`src/rtl/vp_scale_ctrl.sv`:
```
// Frame-synchronous crop/scale configuration controller: shadow regs, commit check, shared divider, vs-aligned swap.
// Optional VP_CFG_FRAME_CNT_EN adds frame_cnt/apply_cnt status outputs.
module vp_scale_ctrl #(
    parameter int H_DISP     = 1280,
    parameter int V_DISP     = 720,
    parameter int POS_WIDTH  = 12,
    parameter int RES_WIDTH  = 11,
    parameter int SCALE_INT  = 4,
    parameter int SCALE_FRAC = 14
) (
    input  logic                                clk,
    input  logic                                rst,
    input  logic                                wr_en,
    input  logic [2:0]                          wr_addr,
    input  logic [POS_WIDTH-1:0]                wr_data,
    input  logic                                commit,
    input  logic                                vs_i,
    output logic [POS_WIDTH-1:0]                start_x,
    output logic [POS_WIDTH-1:0]                start_y,
    output logic [POS_WIDTH-1:0]                end_x,
    output logic [POS_WIDTH-1:0]                end_y,
    output logic [RES_WIDTH-1:0]                in_x_res,
    output logic [RES_WIDTH-1:0]                in_y_res,
    output logic [RES_WIDTH-1:0]                out_x_res,
    output logic [RES_WIDTH-1:0]                out_y_res,
    output logic [SCALE_INT+SCALE_FRAC-1:0]     x_scale,
    output logic [SCALE_INT+SCALE_FRAC-1:0]     y_scale,
    output logic                                start_o,
    output logic                                busy,
    output logic                                pending,
    output logic                                cfg_err
`ifdef VP_CFG_FRAME_CNT_EN
    ,
    output logic [15:0]                         frame_cnt,
    output logic [7:0]                          apply_cnt
`endif
);

    localparam int SCALE_BITS = SCALE_INT + SCALE_FRAC;
    localparam int DEN_W      = RES_WIDTH + 1;
    localparam int NUM_W      = DEN_W + SCALE_FRAC;
    localparam int CNT_W      = $clog2(NUM_W);
    localparam logic [SCALE_BITS-1:0] SCALE_ONE = SCALE_BITS'(1) << SCALE_FRAC;
    localparam logic [SCALE_BITS-1:0] SCALE_MAX = '1;

    localparam logic [2:0] S_IDLE  = 3'd0;
    localparam logic [2:0] S_CHECK = 3'd1;
    localparam logic [2:0] S_DIV_X = 3'd2;
    localparam logic [2:0] S_DIV_Y = 3'd3;
    localparam logic [2:0] S_PEND  = 3'd4;

    logic [2:0]            state;
    logic                  vs_d;
    logic                  vs_edge;

    logic [POS_WIDTH-1:0]  sh_start_x, sh_start_y, sh_end_x, sh_end_y;
    logic [RES_WIDTH-1:0]  sh_out_x, sh_out_y;
    logic [POS_WIDTH-1:0]  wk_start_x, wk_start_y, wk_end_x, wk_end_y;
    logic [RES_WIDTH-1:0]  wk_out_x, wk_out_y;
    logic [RES_WIDTH-1:0]  wk_in_x, wk_in_y;
    logic [SCALE_BITS-1:0] rs_x_scale, rs_y_scale;
    logic                  cfg_bad;

    logic [NUM_W-1:0]      dv_q, q_nx, num_x, num_y;
    logic [DEN_W-1:0]      dv_rem, rem_nx, den;
    logic [DEN_W:0]        rem_sh;
    logic [CNT_W-1:0]      dv_cnt;
    logic                  ge, dv_last;
    logic [SCALE_BITS-1:0] q_sat;

    assign vs_edge = vs_i & ~vs_d;

    assign wk_in_x = RES_WIDTH'(wk_end_x - wk_start_x - POS_WIDTH'(1));
    assign wk_in_y = RES_WIDTH'(wk_end_y - wk_start_y - POS_WIDTH'(1));
    assign cfg_bad = (wk_end_x <= wk_start_x) || (wk_end_y <= wk_start_y) ||
                     (wk_end_x > POS_WIDTH'(H_DISP)) || (wk_end_y > POS_WIDTH'(V_DISP));

    // Restoring divider step: numerator shifts out of dv_q while quotient bits shift in.
    assign num_x   = {DEN_W'(wk_in_x) + DEN_W'(1), {SCALE_FRAC{1'b0}}};
    assign num_y   = {DEN_W'(wk_in_y) + DEN_W'(1), {SCALE_FRAC{1'b0}}};
    assign den     = ((state == S_DIV_Y) ? DEN_W'(wk_out_y) : DEN_W'(wk_out_x)) + DEN_W'(1);
    assign rem_sh  = {dv_rem, dv_q[NUM_W-1]};
    assign ge      = rem_sh >= {1'b0, den};
    assign rem_nx  = ge ? DEN_W'(rem_sh - {1'b0, den}) : DEN_W'(rem_sh);
    assign q_nx    = {dv_q[NUM_W-2:0], ge};
    assign q_sat   = (|q_nx[NUM_W-1:SCALE_BITS]) ? SCALE_MAX : q_nx[SCALE_BITS-1:0];
    assign dv_last = dv_cnt == CNT_W'(NUM_W - 1);

    assign busy    = (state == S_CHECK) || (state == S_DIV_X) || (state == S_DIV_Y);
    assign pending = state == S_PEND;
    assign cfg_err = (state == S_CHECK) && cfg_bad;

    always_ff @(posedge clk) begin
        if (rst) begin
            vs_d    <= 1'b0;
            start_o <= 1'b0;
        end else begin
            vs_d    <= vs_i;
            start_o <= vs_edge;
        end
    end

    always_ff @(posedge clk) begin
        if (rst) begin
            sh_start_x <= '0;
            sh_start_y <= '0;
            sh_end_x   <= POS_WIDTH'(H_DISP);
            sh_end_y   <= POS_WIDTH'(V_DISP);
            sh_out_x   <= RES_WIDTH'(H_DISP - 1);
            sh_out_y   <= RES_WIDTH'(V_DISP - 1);
        end else if (wr_en) begin
            case (wr_addr)
                3'd0:    sh_start_x <= wr_data;
                3'd1:    sh_start_y <= wr_data;
                3'd2:    sh_end_x   <= wr_data;
                3'd3:    sh_end_y   <= wr_data;
                3'd4:    sh_out_x   <= wr_data[RES_WIDTH-1:0];
                3'd5:    sh_out_y   <= wr_data[RES_WIDTH-1:0];
                default: ;
            endcase
        end
    end

    always_ff @(posedge clk) begin
        if (rst) begin
            state      <= S_IDLE;
            wk_start_x <= '0;
            wk_start_y <= '0;
            wk_end_x   <= POS_WIDTH'(H_DISP);
            wk_end_y   <= POS_WIDTH'(V_DISP);
            wk_out_x   <= RES_WIDTH'(H_DISP - 1);
            wk_out_y   <= RES_WIDTH'(V_DISP - 1);
            rs_x_scale <= SCALE_ONE;
            rs_y_scale <= SCALE_ONE;
            dv_q       <= '0;
            dv_rem     <= '0;
            dv_cnt     <= '0;
            start_x    <= '0;
            start_y    <= '0;
            end_x      <= POS_WIDTH'(H_DISP);
            end_y      <= POS_WIDTH'(V_DISP);
            in_x_res   <= RES_WIDTH'(H_DISP - 1);
            in_y_res   <= RES_WIDTH'(V_DISP - 1);
            out_x_res  <= RES_WIDTH'(H_DISP - 1);
            out_y_res  <= RES_WIDTH'(V_DISP - 1);
            x_scale    <= SCALE_ONE;
            y_scale    <= SCALE_ONE;
        end else begin
            // A frame-start swap in PEND happens before a coincident commit takes the new snapshot.
            if (state == S_PEND && vs_edge) begin
                start_x   <= wk_start_x;
                start_y   <= wk_start_y;
                end_x     <= wk_end_x;
                end_y     <= wk_end_y;
                in_x_res  <= wk_in_x;
                in_y_res  <= wk_in_y;
                out_x_res <= wk_out_x;
                out_y_res <= wk_out_y;
                x_scale   <= rs_x_scale;
                y_scale   <= rs_y_scale;
                state     <= S_IDLE;
            end
            case (state)
                S_IDLE, S_PEND: begin
                    if (commit) begin
                        wk_start_x <= sh_start_x;
                        wk_start_y <= sh_start_y;
                        wk_end_x   <= sh_end_x;
                        wk_end_y   <= sh_end_y;
                        wk_out_x   <= sh_out_x;
                        wk_out_y   <= sh_out_y;
                        state      <= S_CHECK;
                    end
                end
                S_CHECK: begin
                    if (cfg_bad) begin
                        state <= S_IDLE;
                    end else begin
                        dv_q   <= num_x;
                        dv_rem <= '0;
                        dv_cnt <= '0;
                        state  <= S_DIV_X;
                    end
                end
                S_DIV_X: begin
                    dv_q   <= q_nx;
                    dv_rem <= rem_nx;
                    dv_cnt <= dv_cnt + CNT_W'(1);
                    if (dv_last) begin
                        rs_x_scale <= q_sat;
                        dv_q       <= num_y;
                        dv_rem     <= '0;
                        dv_cnt     <= '0;
                        state      <= S_DIV_Y;
                    end
                end
                S_DIV_Y: begin
                    dv_q   <= q_nx;
                    dv_rem <= rem_nx;
                    dv_cnt <= dv_cnt + CNT_W'(1);
                    if (dv_last) begin
                        rs_y_scale <= q_sat;
                        state      <= S_PEND;
                    end
                end
                default: state <= S_IDLE;
            endcase
        end
    end

`ifdef VP_CFG_FRAME_CNT_EN
    always_ff @(posedge clk) begin
        if (rst) begin
            frame_cnt <= '0;
            apply_cnt <= '0;
        end else begin
            if (vs_edge)
                frame_cnt <= frame_cnt + 16'd1;
            if (state == S_PEND && vs_edge)
                apply_cnt <= apply_cnt + 8'd1;
        end
    end
`endif

endmodule
```
`config.mk`:
```
export PLATFORM = sky130hd
export DESIGN_NAME = vp_scale_ctrl
export DESIGN_NICKNAME = d
export VERILOG_FILES = /design/src/rtl/vp_scale_ctrl.sv
export SDC_FILE = /design/constraint.sdc
export NUM_CORES = 1
export LEC_CHECK = 0
export BUFFER_PORTS_ARGS = -buffer_cell sky130_fd_sc_hd__buf_2
export CAP_MARGIN = 30
export CELL_PAD_IN_SITES_DETAIL_PLACEMENT = 1
export CELL_PAD_IN_SITES_GLOBAL_PLACEMENT = 1
export CORE_MARGIN = 5
export CORE_UTILIZATION = 45
export CTS_CLUSTER_SIZE = 12
export DETAILED_ROUTE_END_ITERATION = 10
export GPL_ROUTABILITY_DRIVEN = 0
export PLACE_DENSITY = 0.77
export SLEW_MARGIN = 0
export SYNTH_ARGS = -nofsm -noshare
export SYNTH_HDL_FRONTEND = slang
export SYNTH_SLANG_ARGS = --single-unit
```
`constraint.sdc`:
```
create_clock -name clk -period 9.1 [get_ports clk]
set_input_delay 1.82 -clock clk [delete_from_list [all_inputs] [get_ports clk]]
set_output_delay 1.82 -clock clk [all_outputs]
set_load 0.01 [all_outputs]
```
==> results.md, run 1 <==
* Status: completed
* VDD IR max at 167.4 uV
* Crit path capture: dv_rem[2]
* Psw at 0.9696 mW
* Final setup violation count at 0
* Max-cap violations at 0
* Crit-path max FO at 21
* DIE HEIGHT at 195.1 um
* Int Power at 2.725 mW
* GRT Util Overall at 24.54%
* Post-DRT Antenna Nets at 0
* End-of-flow core utilization at 52.68%
* Cell row count at 67
* Min-Delay Path Class: register to register
* P&R area growth vs syn at 15.12%
* Vias/cell at 5.506
* CP max stage delay at 0.76 ns
* Synth area leader: dfxtp_1
* Syn Nets at 2019
* Switching Fraction at 26.24%
* Die X at 195.1 um
* Final Net Count at 2101
* CTS Root Cell: clkbuf_16
* DP Wirelength at 34360 um
* Clock Latency Late Sink at 0.54 ns
* Inserted Diodes at 0
* Placeable Area at 33700 sq um
* Reg2Reg Depth at 19
* Cell Area, Synth at 15420 sq um
* Starting density of the core at 45.76%
* Hold Vio Cnt, Final at 0
* Crit path arrival time at 6.19 ns
* Vias at 13820
* Slew @ Worst Pin at 0.9874 ns
* TritonCTS clock tree: yes
* Initial drt markers at 766
* Netlist cell types at 69
* Clock sink count at 352
* Layout cells sized above 1 at 11.98%
* Post-synthesis register bit count at 352
* Achievable frequency at 0.1721 GHz
* Compound-cell area share of the yosys netlist at 16.18%
* Cell mode on critical path: a21o_1
* Clock buffer depth at 3
* Overflow after GRT at 0
* Synth Area in XOR/XNOR at 2.320%
* Largest net degree at the start of global routing at 170
* Largest cells by area after synthesis: dfxtp_1, nand2_1, a21oi_1
* Synth warn at 0
* 1st-pass router iterations at 5
* Reg2reg start: state[1]
* Setup crit start kind: register
* Clock transition at the registers of the reported paths at 0.06 ns
* H-tree depth at 2
* Largest family of logic cells by synthesized area: simple AND/OR/NAND/NOR gates
* Worst relative slew slack at 34.17%
* Reg2reg setup slack at 3.29 ns
* Vias in the first global route at 14000
* Synth Instances at 1953
* Sequential share of the synthesized area at 45.70%
* Yosys top cell area share at 45.70%
* # hold bufs at CTS at 0
* Die Area at 38070 sq um
* CTS Buf Count at 39
* Top FF cell, synth: dfxtp_1
* Sequential power share at 43.5%
* Synthesized-area fraction occupied by adder cells at 3.878%
* Gate power share at 12.2%
* Final clock period utilization by the worst path at 63.86%
* First-pass GRT wire length at 76710 um
* Setup bufs post-CTS at 0
* Clock network power share at 44.3%
* Overall Power at 3.695 mW
* Simple-gate share of the synthesized area at 26.53%
* Tmin final at 5.811 ns
* Total Wirelength at 48700 um
* Critical path's slowest cell: nor2b_1
* Final Hold Slack at 0.4499 ns
* CTS resizes at 0
* Crit Path Category: register to register
* Asr flop ratio synth at 0%
* Number of synthesized flops with an enable pin at 0
* Setup TNS at 0 ns
* Antenna violations before repair at 0
* CP endpoint kind: register
* Post-Place Cells at 2442
* Post-route insts no fill at 2510
* Power per cell area at 208.1 nW/um^2
* RSZ-0062 raised after global routing: false
* Drt drc at 0
* Io pins at 152
* Mux cell area share after synthesis at 1.201%
* Final slew viol count at 0
* Setup Skew at 0.01412 ns
* RR Endpoint: dv_rem[2]
* DR WL/cell at 19.40 um
* Syn_area_per_cell at 7.896 sq um
* Crit path launch: state[1]
* Req. time, crit path at 9.48 ns
* Critical Path, Cell by Cell: nor2b_1 -> nand2_1 -> mux2i_1 -> inv_1 -> ha_1 -> o21ai_0 -> a21o_1 -> a21o_1 -> a21oi_1 -> xor2_1 -> ha_1 -> and4_1 -> nand2_1 -> o31ai_1 -> a21o_1 -> or3_1 -> mux2_2 -> a22oi_1 -> nor2_1
* P_leak at 6.945 nW
* IO buf count at 151
[logic make-up after synthesis]
group	count (synthesis)
DFF	352
xor gates and xnor gates	40
AOI/OAI and AO/OA	405
muxes	18
adders and majority gates	46
buffers and inverters	170
and+or+nand+nor	922
[layer usage]
metal / up-vias / global-route usage (%) / share of wire [%]
li1: 6758 / - / -
met1: 6722 / 31.42 / 44
met2: 269 / 43.01 / 49
met3: 70 / 3.205 / 3.7
met4: 0 / 7.913 / 3.1
met5: - / 0 / 0
[how the worst min path moves through the flow]
stage               cells past startpoint      startpoint             end
floorplan                               2  sh_start_x[10]  wk_start_x[10]
global placement                        2   sh_start_y[4]   wk_start_y[4]
detailed placement                      1     in_x_res[3]     in_x_res[3]
CTS                                     2    out_y_res[4]    out_y_res[4]
global route                            2   sh_start_y[4]   wk_start_y[4]
finish                                  2      y_scale[4]      y_scale[4]
[cell usage in the layout (no fill, tap or decap), types with 6 or more instances in the layout]
master | synthesis | routed
a211o_1 | 16 | 16
xnor2_1 | 24 | 24
a21oi_1 | 233 | 233
clkbuf_8 | 0 | 7
buf_2 | 7 | 150
dfxtp_1 | 352 | 352
xor2_1 | 15 | 15
clkbuf_16 | 0 | 40
o21ai_0 | 22 | 22
a211oi_1 | 42 | 42
nor4_1 | 7 | 7
inv_1 | 48 | 48
nor2b_1 | 16 | 16
and3_1 | 6 | 6
nand3b_1 | 81 | 81
ha_1 | 43 | 43
and2_1 | 7 | 7
nor3_1 | 18 | 16
nor2_1 | 126 | 124
nand2_1 | 577 | 576
o21a_1 | 10 | 10
nand3_1 | 35 | 35
nand2b_1 | 8 | 8
clkbuf_1 | 109 | 11
a22oi_1 | 17 | 17
a21o_1 | 10 | 10
nand4_1 | 11 | 11
o211ai_1 | 10 | 10
or3_1 | 6 | 6
buf_4 | 0 | 10
mux2i_1 | 14 | 14
[layout make-up]
cell class | count | area, sq um
Fill cell | 4155 | 15950
Multi-Input combinational cell | 1431 | 7754
Sequential cell | 352 | 7047
Clock buffer | 58 | 1139
Timing Repair Buffer | 163 | 880.8
Tap cell | 448 | 560.5
Clock inverter | 10 | 192.7
Inverter | 48 | 180.2
[Yosys cell counts (7+ instances only)]
library cell  instances
nand4_1              11
a21oi_1             233
clkbuf_1            109
a211o_1              16
ha_1                 43
dfxtp_1             352
o21a_1               10
nor3_1               18
and2_1                7
nand2b_1              8
nor2_1              126
nand2_1             577
a211oi_1             42
xor2_1               15
nor2b_1              16
o21ai_0              22
buf_2                 7
nor4_1                7
nand3_1              35
o211ai_1             10
nand3b_1             81
inv_1                48
a22oi_1              17
mux2i_1              14
xnor2_1              24
a21o_1               10
[flip-flops by register name (all words and copies together), names as in the netlist, 12 cells and up]
signal,count
x_scale,18
y_scale,18
sh_end_x,12
dv_rem,12
wk_end_x,12
end_x,12
wk_end_y,12
sh_start_y,12
wk_start_x,12
sh_start_x,12
rs_x_scale,18
rs_y_scale,18
start_x,12
wk_start_y,12
sh_end_y,12
start_y,12
dv_q,26
end_y,12
[through the flow]
stage	setup slack [ns]	instance area [sq um]
floorplan	4.622	15420
global placement	3.626	16380
detailed placement	3.372	16420
CTS	3.305	17750
global route	2.692	17750
finish	3.289	17750
[power groups by stage]
stage          Combinational (mW)  Sequential (mW)  Clock (mW)
5_1_grt                     0.497             1.61        1.74
3_3_place_gp                0.433             1.64           0
6_report                    0.450             1.61        1.64
4_1_cts                     0.452             1.60        1.67
3_5_place_dp                0.448             1.64           0
2_1_floorplan               0.324             1.62           0
[critical path: cells and delay by family, from the launching register on]
family	cells	cell delay, ns
and+or+nand+nor	6	2.39
AOI/OAI and AO/OA	7	1.12
buffers and inverters	1	0.08
adders and majority gates	2	0.54
xor gates and xnor gates	1	0.18
DFF	1	0.46
muxes	2	0.89
No activity file was read; power rests on OpenSTA's default activity.
==> run 2: changes to the inputs <==
Settings changed: ABC_AREA set to 1, CORE_UTILIZATION 45 to 43, PLACE_DENSITY 0.77 to 0.76.
Clock period 9.1 ns to 5.9 ns, I/O delays scaled along.
==> results.md, run 2 <==
* CTS resizes at 0
* Number of synthesized flops with an enable pin at 0
* Synth warn at 0
* WP buf/inv at 3
* Vias at 14270
* Req. time, crit path at 6.29 ns
* Clock sink count at 352
* Asr flop ratio synth at 0%
* Number of flip-flops in the largest register at 26
* Most flop-heavy register: dv_q
* Placeable Area at 35400 sq um
* Highest-count cells in the layout ignoring fill and taps: nand2_1, dfxtp_1, nor2_1
* Cell Area, Synth at 15310 sq um
* CTS Buf Count at 39
* Initial drt markers at 744
* Final clock period utilization by the worst path at 70.64%
* Slew @ Worst Pin at 0.9578 ns
* Vias/cell at 5.301
* Worst relative slew slack at 35.91%
* P_leak at 8.086 nW
* Setup bufs post-CTS at 0
* Post-route insts no fill at 2692
* Top FF cell, synth: dfxtp_1
* Layout fillers at 4509
* Crit Path Category: register to register
* Total Wirelength at 49390 um
* CP top delay family: simple AND/OR/NAND/NOR gates
* GR Layer Usage met2 at 43.14%
* Commonest non-fill, non-tap cell in the layout: nand2_1
* DR WL/cell at 18.35 um
* CTS Root Cell: clkbuf_16
* Tmin final at 4.168 ns
* Sequential share of the synthesized area at 46.03%
* Met3 Track Usage GR at 3.659%
* Clock transition at the registers of the reported paths at 0.06 ns
* Critical Path, Cell by Cell: inv_2 -> nand3_4 -> inv_2 -> nand2_1 -> nand2_1 -> ha_1 -> inv_1 -> nor2_1 -> nand3_1 -> nor2_1 -> xor2_1 -> ha_1 -> a21oi_1 -> o21ai_0 -> a31oi_1 -> nand3_1 -> nor2_1 -> nor2_1 -> nand2_1 -> a21oi_1
* VDD IR max at 255.4 uV
* Vias in the first global route at 14510
* Cell mode on critical path: nor2_1
* Setup crit start kind: register
* Clock buffer depth at 3
* Final setup violation count at 0
* Die X at 198.7 um
* P&R area growth vs syn at 15.04%
* H-tree depth at 2
* Clock Latency Late Sink at 0.53 ns
* RSZ-0062 raised after global routing: false
* Count leader, synth: nand2_1
* Overflow after GRT at 0
* Post-synthesis register bit count at 352
* Cell row count at 69
* Syn_area_per_cell at 7.259 sq um
* Final Net Count at 2270
* Yosys top cell area share at 46.03%
* Status: completed
* CP endpoint kind: register
* DIE HEIGHT at 198.7 um
* Setup TNS at 0 ns
* Final slew viol count at 0
* Syn Nets at 2175
* IO buf count at 151
* Setup Skew at 0.01342 ns
* First-pass GRT wire length at 78460 um
* Io pins at 152
* Post-synth top cells: nand2_1, dfxtp_1, nor2_1, o21ai_0, a21oi_1
* Min-Delay Path Class: register to register
* Routing usage on met1 at 31.24%
* TritonCTS clock tree: yes
* Crit path arrival time at 4.55 ns
* Critical path's slowest cell: nand3_1
* Power per cell area at 332.2 nW/um^2
* Inserted Diodes at 0
* Die Area at 39480 sq um
* Synth area leader: dfxtp_1
* GRT Util Overall at 24.61%
* Post-Place Cells at 2623
* Area occupied by multi-input gates at 7122 sq um
* Starting density of the core at 43.25%
* # hold bufs at CTS at 0
* Synth Instances at 2109
* CP max stage delay at 0.65 ns
* Antenna violations before repair at 0
* Largest cells by area after synthesis: dfxtp_1, nand2_1, o21ai_0
* Drt drc at 0
* Netlist cell types at 52
* Max-cap violations at 0
* Layout cells sized above 1 at 11.39%
* Register area at 7047 sq um
* DP Wirelength at 35830 um
* 1st-pass router iterations at 5
* Hold Vio Cnt, Final at 0
* Largest net degree at the start of global routing at 161
* Top Usage Layer GRT: met2
* Crit-path max FO at 24
* Achievable frequency at 0.2399 GHz
* Post-DRT Antenna Nets at 0
-- run 2: cell count changes after synthesis, sizes merged, moves of 16 or more --
cell	before	now
inv	48	177
a211oi	44	1
nand3b	81	4
clkbuf	109	79
nor2	126	342
xnor2	25	6
nor2b	16	0
o21ai	26	258
nand2	578	419
a22oi	17	0
a211o	16	0
buf	13	31
a21oi	233	182
nand3	35	117
-- run 2: layout make-up --
cell class,count,share of cell area (%)
sequential,352,40.01
multi-input combinational,1467,40.44
clock inverter,5,0.3907
tap,461,3.275
timing repair buffer,164,5.144
inverter,180,3.886
clock buffer,63,6.856
-- run 2: worst min-delay path, delay by kind of cell (launching register included) --
kind | cells | cell delay, ns
flops | 1 | 0.32
simple gates | 2 | 0.10
-- run 2: path summary, 6_finish.rpt --
check	from	to	slack, ns	depth (start not counted)
worst max-delay path	state[2]	dv_rem[1]	1.73	20
worst min-delay path	sh_out_y[7]	sh_out_y[7]	0.46	2
worst max register to register	state[2]	dv_rem[1]	1.73	20
worst min register to register	sh_out_y[7]	sh_out_y[7]	0.46	2
-- run 2: per-layer routing --
metal / vias up / share of wire, %
met4: 0 / 3.3
met3: 98 / 4.1
met5: - / 0
met2: 289 / 48
li1: 7044 / -
met1: 6839 / 44
-- run 2: kinds of logic after synthesis --
group / count (synthesis) / synth area share, %
AO/OA/AOI/OAI: 486 / 16.81
multiplexers: 1 / 0.06538
XOR/XNOR: 20 / 1.144
AND/OR/NAND/NOR: 914 / 24.51
buffers and inverters: 290 / 7.535
flip-flops: 352 / 46.03
adder cells (fa/ha/maj): 46 / 3.907
-- run 2: metrics by stage --
stage | worst slack, ns | cell area (sq um) | utilization (%) | power (mW) | hold WS [ns]
after floorplan | 2.773 | 15310 | - | 3.162 | 0.4005
after global placement | 1.954 | 16280 | 46.00 | 3.430 | 0.4146
after detailed placement | 1.678 | 16310 | 46.07 | 3.459 | 0.4426
after CTS | 1.676 | 17580 | 49.68 | 5.896 | 0.4576
after global routing | 1.136 | 17610 | 49.76 | 6.126 | 0.4774
final | 1.732 | 17610 | 49.76 | 5.851 | 0.4563
-- run 2: power by group --
part / switching [mW] / internal [mW] / total [mW]
clock: 0.992 / 1.44 / 2.43
sequential: 0.0586 / 2.44 / 2.50
combinational: 0.640 / 0.273 / 0.913
total: 1.69 / 4.16 / 5.85
